<file path="config.mk">
export PLATFORM = sky130hd
export DESIGN_NAME = regfile_write_arbiter
export DESIGN_NICKNAME = d
export VERILOG_FILES = /design/src/rtl/regfile_write_arbiter.sv
export SDC_FILE = /design/constraint.sdc
export NUM_CORES = 1
export LEC_CHECK = 0
export BUFFER_PORTS_ARGS = -buffer_cell sky130_fd_sc_hd__buf_2
export CAP_MARGIN = 20
export CORE_UTILIZATION = 40
export CTS_BUF_LIST = sky130_fd_sc_hd__clkbuf_8
export DETAILED_ROUTE_END_ITERATION = 6
export PLACE_DENSITY = 0.72
export SLEW_MARGIN = 20
export SYNTH_ARGS = -nofsm -noshare
export SYNTH_HDL_FRONTEND = slang
export SYNTH_SLANG_ARGS = --single-unit
</file>
<file path="constraint.sdc">
create_clock -name Clk -period 2.66 [get_ports Clk]
set_input_delay 0.399 -clock Clk [delete_from_list [all_inputs] [get_ports Clk]]
set_output_delay 0.399 -clock Clk [all_outputs]
set_load 0.005 [all_outputs]
</file>
<file path="src/rtl/regfile_write_arbiter.sv">
// Write-back arbiter for the register file write port: merges the single-cycle
// ALU path with a FIFO-buffered memory path, keeping per-register program order.
module regfile_write_arbiter #(
  parameter int unsigned DATA_WIDTH   = 32,
  parameter int unsigned ADDR_WIDTH   = 5,
  parameter int unsigned FIFO_DEPTH   = 4,
  parameter int unsigned STARVE_LIMIT = 3
) (
  input  logic                          Clk,
  input  logic                          Rst_n,
  input  logic                          Alu_Valid,
  input  logic [ADDR_WIDTH-1:0]         Alu_Register,
  input  logic [DATA_WIDTH-1:0]         Alu_Data,
  input  logic                          Mem_Valid,
  output logic                          Mem_Ready,
  input  logic [ADDR_WIDTH-1:0]         Mem_Register,
  input  logic [DATA_WIDTH-1:0]         Mem_Data,
  output logic [ADDR_WIDTH-1:0]         Write_Register,
  output logic [DATA_WIDTH-1:0]         Write_Data,
  output logic                          Reg_Write,
  output logic                          Stall_Req,
  output logic [$clog2(FIFO_DEPTH):0]   Fifo_Count
);

  localparam int unsigned PTR_W = $clog2(FIFO_DEPTH);
  localparam int unsigned CNT_W = PTR_W + 1;
  localparam int unsigned SW    = $clog2(STARVE_LIMIT + 2);

  logic [ADDR_WIDTH-1:0] entry_reg_q  [FIFO_DEPTH];
  logic [ADDR_WIDTH-1:0] entry_reg_d  [FIFO_DEPTH];
  logic [DATA_WIDTH-1:0] entry_data_q [FIFO_DEPTH];
  logic [DATA_WIDTH-1:0] entry_data_d [FIFO_DEPTH];
  logic [FIFO_DEPTH-1:0] entry_live_q, entry_live_d;

  logic [PTR_W-1:0]      wr_ptr_q, wr_ptr_d;
  logic [PTR_W-1:0]      rd_ptr_q, rd_ptr_d;
  logic [CNT_W-1:0]      count_q, count_d;
  logic [SW-1:0]         starve_q, starve_d;
  logic                  stall_q, stall_d;
  logic                  reg_write_q, reg_write_d;
  logic [ADDR_WIDTH-1:0] write_register_q, write_register_d;
  logic [DATA_WIDTH-1:0] write_data_q, write_data_d;

  logic mem_ready, fifo_empty, alu_issue, push, pop;

  always_comb begin
    mem_ready  = (count_q < CNT_W'(FIFO_DEPTH));
    fifo_empty = (count_q == '0);
    alu_issue  = Alu_Valid && (Alu_Register != '0);
    // ALU always owns the port when valid, including the r0 case that writes nothing
    pop        = !Alu_Valid && !fifo_empty;
    push       = Mem_Valid && mem_ready && (Mem_Register != '0);

    entry_reg_d  = entry_reg_q;
    entry_data_d = entry_data_q;
    entry_live_d = entry_live_q;
    wr_ptr_d     = wr_ptr_q;
    rd_ptr_d     = rd_ptr_q;

    for (int unsigned i = 0; i < FIFO_DEPTH; i++) begin
      if (alu_issue && (entry_reg_q[i] == Alu_Register)) begin
        entry_live_d[i] = 1'b0;
      end
    end

    if (push) begin
      entry_reg_d[wr_ptr_q]  = Mem_Register;
      entry_data_d[wr_ptr_q] = Mem_Data;
      entry_live_d[wr_ptr_q] = !(alu_issue && (Mem_Register == Alu_Register));
      wr_ptr_d               = wr_ptr_q + PTR_W'(1);
    end
    if (pop) begin
      rd_ptr_d = rd_ptr_q + PTR_W'(1);
    end
    count_d = count_q + CNT_W'(push) - CNT_W'(pop);

    reg_write_d      = 1'b0;
    write_register_d = write_register_q;
    write_data_d     = write_data_q;
    if (Alu_Valid) begin
      reg_write_d      = alu_issue;
      write_register_d = Alu_Register;
      write_data_d     = Alu_Data;
    end else if (pop) begin
      reg_write_d      = entry_live_q[rd_ptr_q] && (entry_reg_q[rd_ptr_q] != '0);
      write_register_d = entry_reg_q[rd_ptr_q];
      write_data_d     = entry_data_q[rd_ptr_q];
    end

    starve_d = starve_q;
    if (pop || fifo_empty) begin
      starve_d = '0;
    end else if (Alu_Valid && (starve_q < SW'(STARVE_LIMIT))) begin
      starve_d = starve_q + SW'(1);
    end
    // Stall trails the counter by one cycle, so it drops the cycle after the head write
    stall_d = (starve_q >= SW'(STARVE_LIMIT));
  end

  always_ff @(posedge Clk) begin
    if (!Rst_n) begin
      wr_ptr_q         <= '0;
      rd_ptr_q         <= '0;
      count_q          <= '0;
      starve_q         <= '0;
      stall_q          <= 1'b0;
      reg_write_q      <= 1'b0;
      write_register_q <= '0;
      write_data_q     <= '0;
      entry_live_q     <= '0;
    end else begin
      wr_ptr_q         <= wr_ptr_d;
      rd_ptr_q         <= rd_ptr_d;
      count_q          <= count_d;
      starve_q         <= starve_d;
      stall_q          <= stall_d;
      reg_write_q      <= reg_write_d;
      write_register_q <= write_register_d;
      write_data_q     <= write_data_d;
      entry_live_q     <= entry_live_d;
    end
  end

  always_ff @(posedge Clk) begin
    entry_reg_q  <= entry_reg_d;
    entry_data_q <= entry_data_d;
  end

  assign Mem_Ready      = mem_ready;
  assign Fifo_Count     = count_q;
  assign Reg_Write      = reg_write_q;
  assign Write_Register = write_register_q;
  assign Write_Data     = write_data_q;
  assign Stall_Req      = stall_q;

endmodule

</file>
After elaboration in Yosys (flattened, before gate mapping):

Index checks and enable logic that the tools add are counted.

* bitwise operators: 3
* add/sub/neg operators: 5
* mux-type cells: 28
* $lt $le $gt $ge: 9
* equality and inequality tests: 5
* reduce and logical (&&, ||, !) cells: 23

Operators with widths (count)
* 2-to-1 mux 32 bit: 5
* bitwise mux 128 bit: 1
* binary-select mux 32 bit (select 2 bit): 1
* demux 32 bit (select 2 bit): 1
* equality test 5 bit: 5
* 2-to-1 mux 5 bit: 5
* bitwise mux 20 bit: 1
* nonzero test 5 bit: 3
* logical AND 1 bit: 13
* binary-select mux 5 bit (select 2 bit): 1
* demux 5 bit (select 2 bit): 1
* 2-to-1 mux 1 bit: 8
* >= comparator 3 bit, second input constant: 2
* less-than comparator 2 x 3 -> 1 bit, second input constant: 2
* inverter 2 -> 3 bit: 2
* adder 2 x 1 -> 2 bit, second input constant: 2
* bitwise mux 4 bit: 1
* 2-to-1 mux 4 bit: 1
* adder 3 x 1 -> 3 bit: 1
* adder 3 x 1 -> 3 bit, second input constant: 1
* >= comparator 3 x 2 -> 1 bit, second input constant: 1
* logical NOT 1 bit: 3
* logical NOT 3 bit: 1
* less-than comparator 3 x 1 -> 1 bit, second input constant: 1
* other kinds (10): 10

* register bits: 201
* output and inout port bits: 43
* logic and storage cells: 90
* input port bits: 78

Depth between registers and ports, before layout:

* word-level depth: 8
* mapped depth: 10
* gate-level depth less buffers: 9

Least setup slack after synthesis:

No wires, ideal clock.

* path type: input-to-reg
* from: in Mem_Register[0]
* to: reg count_q[2] (netlist: Fifo_Count[2])
* path buffers: 0
* setup slack: 248 ps
* cell stages on the path: 9
* arrival time: 2292 ps
* required time: 2540 ps
* library setup time: 120 ps
* cell sequence: or4_1 > o21a_1 > xor2_1 > ha_1 > inv_1 > fa_1 > xnor2_1 > xnor2_1 > nor2_1

* cells in the longest elaborated chain, start to end: 4

RTL lines
* start: declaration: line 16 `input logic [ADDR_WIDTH-1:0] Mem_Register,`
* nonzero test 5 bit: line 52 `push = Mem_Valid && mem_ready && (Mem_Register != '0);`
* logical AND 1 bit: line 52
* adder 3 x 1 -> 3 bit: line 75 `count_d = count_q + CNT_W'(push) - CNT_W'(pop);`
* subtractor 3 x 1 -> 3 bit: line 75
* end signal: assignment: line 114 `count_q <= count_d;`
* end: declaration: line 37 `logic [CNT_W-1:0] count_q, count_d;`

No other way between the ends.
A chain may end at the register's enable or synchronous reset.

Final worst setup path:

* from: reg count_q[2] (netlist: Fifo_Count[2])
* to: reg count_q[2] (netlist: Fifo_Count[2])

* cells in the longest elaborated chain, start to end: 5
* elaborated cells on any way between the ends: 8
* those cells by class: 2 x add/sub; 1 x order compare; 5 x reduce/logical

RTL lines
* less-than comparator 3 bit: line 47 `mem_ready = (count_q < CNT_W'(FIFO_DEPTH));`
* logical AND 1 bit (2 in a row): line 52
* adder 3 x 1 -> 3 bit: line 75
* subtractor 3 x 1 -> 3 bit *: line 75

Every way passes the cells marked *; elsewhere a longest branch is shown, timed or not.

==> run summary <==
TIMING
--------------------------------------------------------------------------------
Total Neg Setup Slack .............................................         0 ps
Final worst path period share .....................................       84.58%
Slew HR ...........................................................       37.54%
Layout Skew .......................................................     23.79 ps
Highest Clock Rate ................................................    444.5 MHz
Transition time of the tightest slew-check pin ....................     935.5 ps
Number of pins exceeding their max-slew limit in the final report .            0
Shortest clock period the worst path allows after layout ..........      2250 ps
Final number of hold-violating endpoints ..........................            0
Final setup fails .................................................            0
RSZ-0062 raised after global routing ..............................           no
Final critical-path setup slack ...................................     410.1 ps

ROUTING
--------------------------------------------------------------------------------
Iteration-0 DRC Markers ...........................................          317
Average routed wire per standard cell .............................     18.68 µm
Post-detailed-route via-to-cell ratio .............................        5.147
Total number of vias ..............................................         4915
Total iterations of the first detailed-routing run ................            5
Drt drc ...........................................................            0
Detailed-route wire length ........................................     17.84 mm
Count of nets left with antenna violations after detail routing ...            0

SETUP PATH
--------------------------------------------------------------------------------
Worst setup path category .........................................   reg -> reg
Maximum net fanout on the critical path ...........................            5
Internal reg-to-reg setup slack ...................................       410 ps
Number of cells on the worst reg-to-reg path ......................            9
Crit path arrival time ............................................      2630 ps
Endpoint class of the critical path ...............................         flop
Critical R2R Capture .............................................. Fifo_Count[2]
Required time reported for the critical path endpoint .............      3040 ps
Critical path launch point type ...................................         flop
R2R Path Start .................................................... Fifo_Count[2]

LAYOUT
--------------------------------------------------------------------------------
Most common library cell in the layout ignoring fill and taps ..... sky130_fd_sc_hd__edfxtp_1
Core utilization of the finished layout ...........................       48.67%
Most used cells in the layout excluding fill and tap cells ........ 148 x sky130_fd_sc_hd__edfxtp_1, 120 x sky130_fd_sc_hd__buf_2, 77 x sky130_fd_sc_hd__a21oi_1
# nets final ......................................................          749
Area taken by flip-flops and latches .............................. 0.005510 mm²
Multi-input combinational cell area ............................... 0.002270 mm²
Area growth, synth to finish ......................................       18.91%
Fraction of final layout cells sized beyond drive strength 1 ......       32.12%
Final standard cell count with taps included and fillers excluded .          955
Total of fill cells in the finished design ........................         1680
Post-route standard cell area excluding fillers ................... 0.009472 mm²

SYNTHESIS
--------------------------------------------------------------------------------
Mean area per synthesized cell ....................................    15.03 µm²
Netlist area before placement ..................................... 0.007965 mm²
Ranking of synthesized cells by area .............................. sky130_fd_sc_hd__edfxtp_1 56%, sky130_fd_sc_hd__dfxtp_1 13%, sky130_fd_sc_hd__mux4_2 11%
Area share of the leading cell type in the synthesized netlist ....       55.80%
Post-Syn Instances ................................................          530
Yosys Warn Count ..................................................            0
Number of synthesized flops with an enable pin ....................          148
Most frequently used flop master after synthesis .................. sky130_fd_sc_hd__edfxtp_1
Flip-flop and latch count after synthesis .........................          201
Total nets after synthesis ........................................          616
Share of synthesized registers carrying an async set or reset .....           0%
Yosys top cell by area ............................................ sky130_fd_sc_hd__edfxtp_1
Unique masters post-synth .........................................           33
Sequential-to-total area share from yosys stat ....................       69.12%

FLOORPLAN
--------------------------------------------------------------------------------
Die area ..........................................................  0.02048 mm²
Starting Density ..................................................       40.93%
Vert. Die Dim .....................................................     143.1 µm
FP Rows ...........................................................           51
Placeable Area ....................................................  0.01946 mm²
Floorplan die width ...............................................     143.1 µm
Boundary pin count ................................................          121

GRT
--------------------------------------------------------------------------------
Wire length of the first global-routing pass ......................     27.63 mm
Number of antenna violations at the first check in global routing .            2
Maximum number of pins on one net before global-route repair ......           40
Overall fraction of global-route tracks in use ....................       18.10%
Number of global-route vias before repair .........................         5218
Total congestion overflow after global routing ....................            0

CLOCK TREE
--------------------------------------------------------------------------------
Maximum count of clock buffers along a single path ................            3
Hold buffer count at cts ..........................................            0
CTS tree ..........................................................          yes
CTS buffer count ..................................................           35
Clock root buffer master .......................................... sky130_fd_sc_hd__clkbuf_8
Number of buffers inserted to repair setup after CTS ..............            0
Clock sink total ..................................................          201
Worst-path clk slew ...............................................        60 ps
Number of H-tree levels ...........................................            2
Post-CTS resize count .............................................            0
Worst-Skew Late Latency ...........................................       510 ps

PLACED DESIGN
--------------------------------------------------------------------------------
PortBufs ..........................................................          120
Number of placed cells counting well taps .........................          891
Worst slack at placement ..........................................     65.54 ps
Placed inst area .................................................. 0.008843 mm²
Routability congestion estimate ...................................       0.8455
Detailed placement HPWL ...........................................     11.59 mm

POWER
--------------------------------------------------------------------------------
Power density of the placed cells ................................. 883.6 mW/mm²
Maximum vdd drop ..................................................     340.3 µV
Leakage ...........................................................     3.448 nW

MIN PATH
--------------------------------------------------------------------------------
Worst Hold Launch ................................................. Mem_Data[31]
Worst Hold Path EP ................................................ entry_data_q[95]
Number of cells on the worst hold path ............................            1
Hold crit path type ...............................................    in -> reg

FLOW RUN
--------------------------------------------------------------------------------
Reported max-cap violation count ..................................            0

RUN STATUS
--------------------------------------------------------------------------------
Status ............................................................ finished clean

-- worst max-delay path, stage by stage (launching register included) --
cell and delay [ps]:
sky130_fd_sc_hd__dfxtp_1 340, sky130_fd_sc_hd__nor2b_1 430, sky130_fd_sc_hd__o21a_1 240, sky130_fd_sc_hd__xor2_1 150, sky130_fd_sc_hd__ha_1 160, sky130_fd_sc_hd__inv_1 50, sky130_fd_sc_hd__fa_1 370, sky130_fd_sc_hd__xnor2_1 200
sky130_fd_sc_hd__xnor2_1 140, sky130_fd_sc_hd__nor2_1 50
-- metal layers --
layer	wire (µm)	vias up	track usage [%]
li1	-	2284	-
met1	7674	2433	22.81
met2	8793	174	30.22
met3	1106	24	4.762
met4	265	0	6.112
met5	0	-	0
-- cell families (layout without fill, tap and decap cells) --
logic type	Yosys count	in the layout	share of synthesized area (%)
DFF	201	201	69.12
AOI/OAI and AO/OA	128	128	8.451
and+or+nand+nor	76	76	4.336
buffers and inverters	47	205	2.466
muxes	39	39	10.87
xor gates and xnor gates	31	31	3.409
adders and majority gates	8	8	1.351
other	0	2	0
-- how the worst max path moves through the flow --
| stage | slack [ps] | to | from |
|---|---|---|---|
| 2_1_floorplan | 250 | Fifo_Count[2] | Mem_Register[0] |
| 3_3_place_gp | 110 | Fifo_Count[2] | Mem_Register[0] |
| 3_5_place_dp | 70 | Fifo_Count[2] | Mem_Register[0] |
| 4_1_cts | 440 | Fifo_Count[2] | Fifo_Count[2] |
| 5_1_grt | 290 | Fifo_Count[2] | Fifo_Count[2] |
| 6_report | 410 | Fifo_Count[2] | Fifo_Count[2] |
-- Yosys cell counts (all sizes together) (7+ instances only) --
cell type and n:
nor2 10, xnor2 19, nand2 40, clkbuf 26, inv 11, dfxtp 53
nand3 11, xor2 12, a21oi 77, ha 7, edfxtp 148, buf 10
o21ai 38, mux4 38
-- metrics by stage --
stage / power (mW) / hold WS [ps]
5_1_grt: 8.811 / 76.24
4_1_cts: 8.462 / 76.05
6_report: 8.369 / 101.4
3_5_place_dp: 5.969 / 489.4
2_1_floorplan: 5.308 / 444.0
3_3_place_gp: 5.906 / 457.1
-- final cells by class --
cell class	instances	share of cell area, %
Tap cell	265	3.501
Clock buffer	38	5.522
Inverter	11	0.4359
Multi-Input combinational cell	282	23.96
Sequential cell	201	58.18
Antenna cell	2	0.05284
Clock inverter	24	1.057
Timing Repair Buffer	132	7.292
-- sequential cells by signal, indices dropped and copies added, names as in the netlist --
register	count
entry_data_q	128
rd_ptr_q	2
Write_Register	5
entry_reg_q	20
starve_q	3
wr_ptr_q	2
entry_live_q	4
Fifo_Count	3
Stall_Req	1
Reg_Write	1
Write_Data	32
-- where the power goes --
part	leakage [nW]	total (mW)	switching (mW)	internal (mW)
clock	0.367	2.50	1.19	1.31
combinational	1.29	1.92	1.09	0.828
sequential	1.79	3.95	0.180	3.77
(Power assumes the default switching activity.)
